$ cat src/rtl/fsm_sched_pkg.sv
// rtl/fsm_sched_pkg.sv - state encoding and round-robin grant helper for fsm_serial_sched
package fsm_sched_pkg;

  localparam logic [1:0] IDLE  = 2'd0;
  localparam logic [1:0] CLR   = 2'd1;
  localparam logic [1:0] SHIFT = 2'd2;
  localparam logic [1:0] DONE  = 2'd3;

  // rr is the id served last; on a tie the other requester wins.
  function automatic logic [1:0] rr_grant(input logic [1:0] valid, input logic rr);
    logic [1:0] g;
    g = 2'b00;
    case (valid)
      2'b01:   g = 2'b01;
      2'b10:   g = 2'b10;
      2'b11:   g = rr ? 2'b01 : 2'b10;
      default: g = 2'b00;
    endcase
    return g;
  endfunction

endpackage

$ cat src/rtl/fsm_sched_rr_arb.sv
// rtl/fsm_sched_rr_arb.sv - two-way round-robin arbiter with last-served pointer
module fsm_sched_rr_arb
  import fsm_sched_pkg::*;
(
  input  logic       clk,
  input  logic       rst,
  input  logic       en,
  input  logic [1:0] valid,
  output logic [1:0] grant,
  output logic       grant_id,
  output logic       accept
);

  logic rr_q;
  logic rr_d;

  always_comb begin
    grant    = en ? rr_grant(valid, rr_q) : 2'b00;
    grant_id = grant[1];
    accept   = |grant;
    rr_d     = accept ? grant_id : rr_q;
  end

  // Pointer starts at 1 so requester 0 wins the first tie.
  always_ff @(posedge clk) begin
    if (rst) begin
      rr_q <= 1'b1;
    end else begin
      rr_q <= rr_d;
    end
  end

endmodule

$ cat src/rtl/fsm_serial_sched.sv
// rtl/fsm_serial_sched.sv - schedules a bit-serial FSM between two requesters
// Optional rsp_ones output enabled by FSM_SCHED_ZCOUNT_EN.
module fsm_serial_sched
  import fsm_sched_pkg::*;
#(
  parameter int WIDTH = 16
)
(
  input  logic               clk,
  input  logic               rst,
  input  logic [1:0]         req_valid,
  output logic [1:0]         req_ready,
  input  logic [2*WIDTH-1:0] req_x,
  input  logic [2*WIDTH-1:0] req_y,
  output logic               fsm_rst,
  output logic               x,
  output logic               y,
  input  logic               z,
  output logic               rsp_valid,
  output logic               rsp_id,
  output logic [WIDTH-1:0]   rsp_z,
`ifdef FSM_SCHED_ZCOUNT_EN
  output logic [$clog2(WIDTH+1)-1:0] rsp_ones,
`endif
  output logic               busy
);

  localparam int CW = (WIDTH > 1) ? $clog2(WIDTH) : 1;
  localparam int OW = $clog2(WIDTH+1);

  logic [1:0]       state_q, state_d;
  logic [WIDTH-1:0] wx_q, wx_d;
  logic [WIDTH-1:0] wy_q, wy_d;
  logic             id_q, id_d;
  logic [CW-1:0]    cnt_q, cnt_d;
  logic [CW-1:0]    cnt_m1;
  logic [WIDTH-1:0] sh_q, sh_d;
  logic             x_q, x_d;
  logic             y_q, y_d;
  logic             fsm_rst_q, fsm_rst_d;
  logic             rsp_valid_q, rsp_valid_d;
  logic             rsp_id_q, rsp_id_d;
  logic [WIDTH-1:0] rsp_z_q, rsp_z_d;
`ifdef FSM_SCHED_ZCOUNT_EN
  logic [OW-1:0]    ones_q, ones_d;
  logic [OW-1:0]    rsp_ones_q, rsp_ones_d;
`endif

  logic       grant_id;
  logic       accept;
  logic [1:0] grant;

  fsm_sched_rr_arb u_arb (
    .clk      (clk),
    .rst      (rst),
    .en       (state_q == IDLE),
    .valid    (req_valid),
    .grant    (grant),
    .grant_id (grant_id),
    .accept   (accept)
  );

  assign cnt_m1 = cnt_q - CW'(1);

  always_comb begin
    state_d     = state_q;
    wx_d        = wx_q;
    wy_d        = wy_q;
    id_d        = id_q;
    cnt_d       = cnt_q;
    sh_d        = sh_q;
    x_d         = x_q;
    y_d         = y_q;
    fsm_rst_d   = fsm_rst_q;
    rsp_valid_d = 1'b0;
    rsp_id_d    = rsp_id_q;
    rsp_z_d     = rsp_z_q;
`ifdef FSM_SCHED_ZCOUNT_EN
    ones_d      = ones_q;
    rsp_ones_d  = rsp_ones_q;
`endif
    case (state_q)
      IDLE: begin
        fsm_rst_d = 1'b1;
        x_d       = 1'b0;
        y_d       = 1'b0;
        if (accept) begin
          wx_d    = grant_id ? req_x[2*WIDTH-1:WIDTH] : req_x[WIDTH-1:0];
          wy_d    = grant_id ? req_y[2*WIDTH-1:WIDTH] : req_y[WIDTH-1:0];
          id_d    = grant_id;
          state_d = CLR;
        end
      end
      CLR: begin
        // Preload the MSB so x/y are registered for the whole first shift cycle.
        state_d   = SHIFT;
        cnt_d     = CW'(WIDTH-1);
        x_d       = wx_q[WIDTH-1];
        y_d       = wy_q[WIDTH-1];
        fsm_rst_d = 1'b0;
        sh_d      = '0;
`ifdef FSM_SCHED_ZCOUNT_EN
        ones_d    = '0;
`endif
      end
      SHIFT: begin
        sh_d = {sh_q[WIDTH-2:0], z};
`ifdef FSM_SCHED_ZCOUNT_EN
        ones_d = ones_q + OW'(z);
`endif
        if (cnt_q == '0) begin
          state_d     = DONE;
          x_d         = 1'b0;
          y_d         = 1'b0;
          fsm_rst_d   = 1'b1;
          rsp_valid_d = 1'b1;
          rsp_id_d    = id_q;
          rsp_z_d     = sh_d;
`ifdef FSM_SCHED_ZCOUNT_EN
          rsp_ones_d  = ones_d;
`endif
        end else begin
          cnt_d = cnt_m1;
          x_d   = wx_q[cnt_m1];
          y_d   = wy_q[cnt_m1];
        end
      end
      default: begin
        state_d = IDLE;
      end
    endcase
  end

  always_ff @(posedge clk) begin
    if (rst) begin
      state_q     <= IDLE;
      wx_q        <= '0;
      wy_q        <= '0;
      id_q        <= 1'b0;
      cnt_q       <= '0;
      sh_q        <= '0;
      x_q         <= 1'b0;
      y_q         <= 1'b0;
      fsm_rst_q   <= 1'b1;
      rsp_valid_q <= 1'b0;
      rsp_id_q    <= 1'b0;
      rsp_z_q     <= '0;
`ifdef FSM_SCHED_ZCOUNT_EN
      ones_q      <= '0;
      rsp_ones_q  <= '0;
`endif
    end else begin
      state_q     <= state_d;
      wx_q        <= wx_d;
      wy_q        <= wy_d;
      id_q        <= id_d;
      cnt_q       <= cnt_d;
      sh_q        <= sh_d;
      x_q         <= x_d;
      y_q         <= y_d;
      fsm_rst_q   <= fsm_rst_d;
      rsp_valid_q <= rsp_valid_d;
      rsp_id_q    <= rsp_id_d;
      rsp_z_q     <= rsp_z_d;
`ifdef FSM_SCHED_ZCOUNT_EN
      ones_q      <= ones_d;
      rsp_ones_q  <= rsp_ones_d;
`endif
    end
  end

  assign req_ready = grant;
  assign fsm_rst   = fsm_rst_q;
  assign x         = x_q;
  assign y         = y_q;
  assign rsp_valid = rsp_valid_q;
  assign rsp_id    = rsp_id_q;
  assign rsp_z     = rsp_z_q;
  assign busy      = (state_q != IDLE);
`ifdef FSM_SCHED_ZCOUNT_EN
  assign rsp_ones  = rsp_ones_q;
`endif

endmodule

$ cat config.mk
export PLATFORM = sky130hd
export DESIGN_NAME = fsm_serial_sched
export DESIGN_NICKNAME = d
export VERILOG_FILES = /design/src/rtl/fsm_sched_pkg.sv /design/src/rtl/fsm_sched_rr_arb.sv /design/src/rtl/fsm_serial_sched.sv
export SDC_FILE = /design/constraint.sdc
export NUM_CORES = 1
export LEC_CHECK = 0
export ABC_AREA = 1
export ABC_CLOCK_PERIOD_IN_PS = 2900
export BUFFER_PORTS_ARGS = -buffer_cell sky130_fd_sc_hd__buf_2
export CORE_MARGIN = 4
export CORE_UTILIZATION = 40
export CTS_BUF_LIST = sky130_fd_sc_hd__clkbuf_16
export CTS_CLUSTER_SIZE = 10
export DETAILED_ROUTE_END_ITERATION = 10
export RECOVER_POWER = 25
export SLEW_MARGIN = 20
export SYNTH_ARGS = -nofsm -noshare
export SYNTH_HDL_FRONTEND = slang
export SYNTH_SLANG_ARGS = --single-unit
$ cat constraint.sdc
create_clock -name clk -period 2.9 [get_ports clk]
set_clock_uncertainty 0.2 [all_clocks]
set_input_delay 0.435 -clock clk [delete_from_list [all_inputs] [get_ports clk]]
set_output_delay 0.435 -clock clk [all_outputs]
set_load 0.02 [all_outputs]
==> results.md, run 1 <==
* Layout Area Growth over Synthesis at 21.1%
* Status: complete, no violations
* Final hold viol count at 0
* CTS tree: yes
* Congestion Overflow GR at 0
* Setup TNS Final at 0 ps
* Die height at 101 um
* # nets final at 644
* Critical path capture point type: output pin
* Fill cell count at 856
* P_leak at 1.89 nW
* Max Cap Viol at 0
* Number of synthesized register bits at 76
* Vias at 3337
* Post-route ant nets at 0
* Clock power frac at 25.5%
* First-pass GRT wire length at 14.5 mm
* YS warnings at 0
* Largest net degree at the start of global routing at 37
* Syn nets at 565
* Endpoints failing setup at 0
* Die Wd at 101 um
* Max transition margin at 38.9%
* Total chip power at 4.17 mW
* Hold crit path type: input port to register
* Most frequent cells in the layout: nand2_1, dfxtp_1, buf_2, nand3_1
* Fin. max-slew vios at 0
* Cell Area, Synth at 3440 um^2
* GRT Overall Usage at 17.5%
* Peak supply drop at 0.518 mV
* Number of global-route vias before repair at 3250
* Commonest non-fill, non-tap cell in the layout: nand2_1
* Mean Syn Cell Area at 7.01 um^2
* Number of I/O port buffers at 92
* R2R depth at 6
* DRC at 0
* Distinct cells, synth at 25
* Fin crit share at 75.3%
* H-tree Lvls at 3
* Clock tree sinks at 76
* Antenna violations before repair at 0
* Crit start category: register
* Drt first pass iters at 5
* Longest Clk Path Bufs at 2
* Clock root cell: clkbuf_16
* Core area at 8300 um^2
* Cell count of the worst hold path at 3
* Detailed-route wire length per cell at 12.4 um
* Design area at 4160 um^2
* Synth top area cells: dfxtp_1, nand2_1, nand3_1
* Synth top area share at 44.2%
* Resized cells post-CTS at 0
* Critical Path RT at 2270 ps
* Post-CTS Setup Bufs at 0
* CP arrival at 1550 ps
* Pwr dens at 1000 nW/um^2
* Area leader, netlist: dfxtp_1
* Layout cells sized above 1 at 18.8%
* FP Rows at 33
* Final worst slack at 716 ps
* Cells after Synth at 491
* Sequential area share after synthesis at 44.2%
* CTS buffer count at 9
* Worst-margin pin slew at 916 ps
* Initial Utilization at 41.4%
* Total routed wirelength at 8.40 mm
* Gpl congestion at 0.789
* Drt first-iter violations at 185
* Fraction of power consumed by combinational cells at 39.0%
* Sw Share at 40.0%
* Clk slew on worst S/H paths at 60 ps
* Worst-path maximum fanout at 10
* Clock Latency Late Sink at 330 ps
* Fmax at 0.458 GHz
* Final std cells w/o fill at 679
* Dpl cell area at 3910 um^2
* # hold bufs at CTS at 0
* Vias per inst at 4.91
* P_sw at 1.67 mW
* Unrepaired setup endpoints after global routing: false
* Die area at 10100 um^2
* Setup Crit Path Kind: register to output pin
* Final core utilization at 50.2%
* Post-DP HPWL at 6.14 mm
* Sequential power share at 35.5%
* Internal at 2.51 mW
* Number of diodes at 0
* I/O pin cnt at 93
* Final min period at 2180 ps
* Pre-CTS setup slack at 804 ps
* Placed insts at 664
* Fin Hold WS at 119 ps
[area by class of cell]
type / instances / area [um^2] / share of cell area [%]
multi-input cells: 350 / 1620 / 38.9
flip-flops and latches: 76 / 1520 / 36.5
repair buffers: 98 / 479 / 11.5
clock buffers: 9 / 225 / 5.41
inverters: 35 / 131 / 3.16
well taps: 105 / 131 / 3.16
clock inverters: 6 / 57.6 / 1.38
[cells by family (layout without fill, tap and decap cells)]
group	count (synthesis)	count (layout)	synth area share [%]
AOI/OAI and AO/OA	76	76	12.6
buffers and inverters	65	148	8.73
DFF	76	76	44.2
adders and majority gates	5	5	1.82
and+or+nand+nor	269	269	32.6
[power by group through the flow]
stage / sequential, mW / combinational [mW] / clock, mW
finish: 1.48 / 1.63 / 1.06
global route: 1.51 / 1.89 / 1.13
CTS: 1.48 / 1.66 / 1.09
detailed placement: 1.50 / 1.65 / 0
global placement: 1.50 / 1.62 / 0
floorplan: 1.48 / 1.33 / 0
[critical path, stage by stage, from the launching register on]
cell and delay [ps]:
dfxtp_1 320, inv_1 100, ha_1 220, nand3_1 180, inv_2 190, buf_2 200
[final timing paths]
| check | start | end | slack, ps |
|---|---|---|---|
| max | state_q[1] | req_ready[1] | 720 |
| min | z | rsp_z[0] | 120 |
| max reg2reg | state_q[1] | y | 810 |
| min reg2reg | rsp_z[15] | rsp_z[15] | 260 |
[per-layer routing]
layer / up-vias / wire [um] / GRT usage [%]
li1: 1757 / - / -
met1: 1503 / 3800 / 21.7
met2: 69 / 4050 / 29.7
met3: 8 / 472 / 5.19
met4: 0 / 80 / 4.56
met5: - / 0 / 0
[Yosys cell counts]
cell type	n
nand2_1	189
dfxtp_1	76
nand3_1	62
a31oi_1	24
a21oi_1	23
inv_1	23
buf_2	14
inv_2	12
nor2_1	12
o21ai_0	11
o21ai_1	10
clkbuf_1	9
ha_1	5
a211oi_1	4
a21oi_2	2
buf_1	2
buf_4	2
buf_6	2
nand2_2	2
nor2_4	2
buf_12	1
nand2_4	1
nor3_2	1
o211ai_1	1
o311ai_1	1
[state kept, by name, summed over array words and instances, names as in the netlist]
signal and count:
rsp_valid 1, y 1, u_arb.rr_q 1, rsp_z 16, wy_q 16, x 1
sh_q 15, wx_q 16, rsp_id 1, cnt_q 4, fsm_rst 1, state_q 2
id_q 1
Note: power is estimated with default switching activity, not from simulation.
==> inputs of run 2 (changes only) <==
--- a/config.mk
+++ b/config.mk
@@ -6,13 +6,14 @@
 export NUM_CORES = 1
 export LEC_CHECK = 0
 export ABC_AREA = 1
-export ABC_CLOCK_PERIOD_IN_PS = 2900
+export ABC_CLOCK_PERIOD_IN_PS = 2000
 export BUFFER_PORTS_ARGS = -buffer_cell sky130_fd_sc_hd__buf_2
 export CORE_MARGIN = 4
 export CORE_UTILIZATION = 40
 export CTS_BUF_LIST = sky130_fd_sc_hd__clkbuf_16
 export CTS_CLUSTER_SIZE = 10
 export DETAILED_ROUTE_END_ITERATION = 10
+export PLACE_DENSITY = 0.66
 export RECOVER_POWER = 25
 export SLEW_MARGIN = 20
 export SYNTH_ARGS = -nofsm -noshare
==> constraint.sdc (replaced) <==
create_clock -name clk -period 2 [get_ports clk]
set_clock_uncertainty 0.2 [all_clocks]
set_input_delay 0.3 -clock clk [delete_from_list [all_inputs] [get_ports clk]]
set_output_delay 0.3 -clock clk [all_outputs]
set_load 0.02 [all_outputs]
==> run 2 against run 1 <==
Cell area up 5.1%. Cell count up 2.4%. Critical path depth increased by 2. Worst setup slack got worse by 630 ps. Largest power group unchanged. Die area stayed put.
==> results.md, run 2 (same netlist as run 1, synthesis figures left out) <==
* Status: complete, no violations
* Gpl congestion at 0.899
* CP Capture Point: req_ready[0]
* Pre-CTS setup slack at 160 ps
* Initial Utilization at 41.4%
* Hold crit path type: input port to register
* Core area at 8300 um^2
* Commonest non-fill, non-tap cell in the layout: nand2_1
* Fmax at 0.523 GHz
* # nets final at 659
* I/O pin cnt at 93
* Drt first pass iters at 5
* Crit start category: register
* Max Cap Viol at 0
* Worst-path maximum fanout at 9
* Layout Area Growth over Synthesis at 27.2%
* Multi-input logic area at 1630 um^2
* Setup Crit Path Kind: register to output pin
* CTS buffer count at 9
* Die area at 10100 um^2
* CTS tree: yes
* Met2 wire length at 4.14 mm
* Crit-path cells: inv_2 > ha_2 > nand2_1 > inv_2 > nand2_2 > clkinv_4 > buf_6
* Number of global-route vias before repair at 3274
* Detailed-route wire length per cell at 12.4 um
* Max transition margin at 74.9%
* Clock Latency Late Sink at 340 ps
* Fin. max-slew vios at 0
* GRT Overall Usage at 17.7%
* Clk slew on worst S/H paths at 60 ps
* CP arrival at 1410 ps
* Vias per inst at 4.89
* Design area at 4380 um^2
* Final hold viol count at 0
* Antenna violations before repair at 0
* FP Rows at 33
* Post-Route M1 WL at 3.95 mm
* Peak supply drop at 0.735 mV
* Clock tree sinks at 76
* Dpl cell area at 4010 um^2
* Highest Signal Layer: met4
* Pwr dens at 1490 nW/um^2
* Congestion Overflow GR at 0
* Final min period at 1910 ps
* Worst-margin pin slew at 376 ps
* Die Wd at 101 um
* Most frequent cells in the layout: nand2_1, dfxtp_1, buf_2, nand3_1, a31oi_1
* Largest net degree at the start of global routing at 41
* Metal3 WL at 427 um
* Endpoints failing setup at 0
* Die height at 101 um
* Slowest CP cell: dfxtp_2
* Unrepaired setup endpoints after global routing: false
* CP dominant cell by count: inv_2
* Post-route ant nets at 0
* DRC at 0
* Crit path from: state_q[0]
* Layout cells sized above 1 at 22.5%
* R2R Path Start: cnt_q[1]
* FF+latch area at 1520 um^2
* Vias at 3401
* Longest Clk Path Bufs at 2
* R2R Setup Slk at 200 ps
* Final worst slack at 86.3 ps
* Critical path capture point type: output pin
* Drt first-iter violations at 171
* R2R depth at 10
* Fill cell count at 826
* Cell count of the worst hold path at 3
* H-tree Lvls at 3
* First-pass GRT wire length at 14.6 mm
* Clock root cell: clkbuf_16
* Critical Path RT at 1500 ps
* Total routed wirelength at 8.64 mm
* Number of I/O port buffers at 92
* Slowest cell delay on critical path at 350 ps
* Worst r2r dst: y
* Post-DP HPWL at 6.37 mm
* P_leak at 1.99 nW
* Fin crit share at 95.7%
* Number of diodes at 0
* Total chip power at 6.50 mW
[run 2: changes by cell type in the layout (fill, tap and decap cells not counted), sizes merged]
cell	change
clkinv	-3
clkinvlp	+1
buf	+13
inv	+3
clkbuf	+1
dlygate4sd3	+1
[run 2: how the worst min path moves through the flow]
stage	startpoint	to
global placement	rsp_z[4]	rsp_z[4]
detailed placement	sh_q[7]	rsp_z[8]
finish	req_y[17]	wy_q[1]
CTS	req_x[0]	wx_q[0]
global route	req_y[8]	wy_q[8]
floorplan	z	rsp_z[0]
[run 2: stage by stage]
step	util, %	std cells	hold WS (ps)	setup TNS (ps)
2_1_floorplan	-	491	203	0
3_3_place_gp	48.3	671	254	0
3_5_place_dp	48.3	671	260	0
4_1_cts	52.4	689	27.3	-15.1
5_1_grt	52.7	695	37.8	0
6_report	52.7	695	31.5	0
[run 2: timing repair]
item	in CTS	in global routing
endpoints found under the hold margin	1	0
setup buffers	1	6
gates resized for setup	6	6
endpoints found under the setup margin	2	3
pin swaps	0	0
hold buffers	1	0
[run 2: cell type report]
type,count,area share [%]
clock inverters,7,1.83
inverters,35,3.17
multi-input cells,350,37.2
clock buffers,9,5.15
flip-flops and latches,76,34.8
well taps,105,3.00
repair buffers,113,14.8
[run 2: per-layer routing]
layer  track usage [%]  vias to the layer above
li1                  -                     1789
met1              22.6                     1526
met2              29.5                       74
met3              3.39                       12
met4              7.15                        0
met5                 0                        -
[run 2: worst max-delay path: cells and delay by family (launching register included)]
kind                     cells  cell delay (ps)
adder cells (fa/ha/maj)      1              200
flip-flops                   1              350
buffers and inverters        4              330
AND/OR/NAND/NOR              2              170
[run 2: report_power, final]
group | switching, mW | internal, mW | leakage, nW
combinational | 1.65 | 1.04 | 1.22
clock | 0.674 | 0.983 | 0.143
sequential | 0.257 | 1.90 | 0.623
total | 2.58 | 3.92 | 1.99
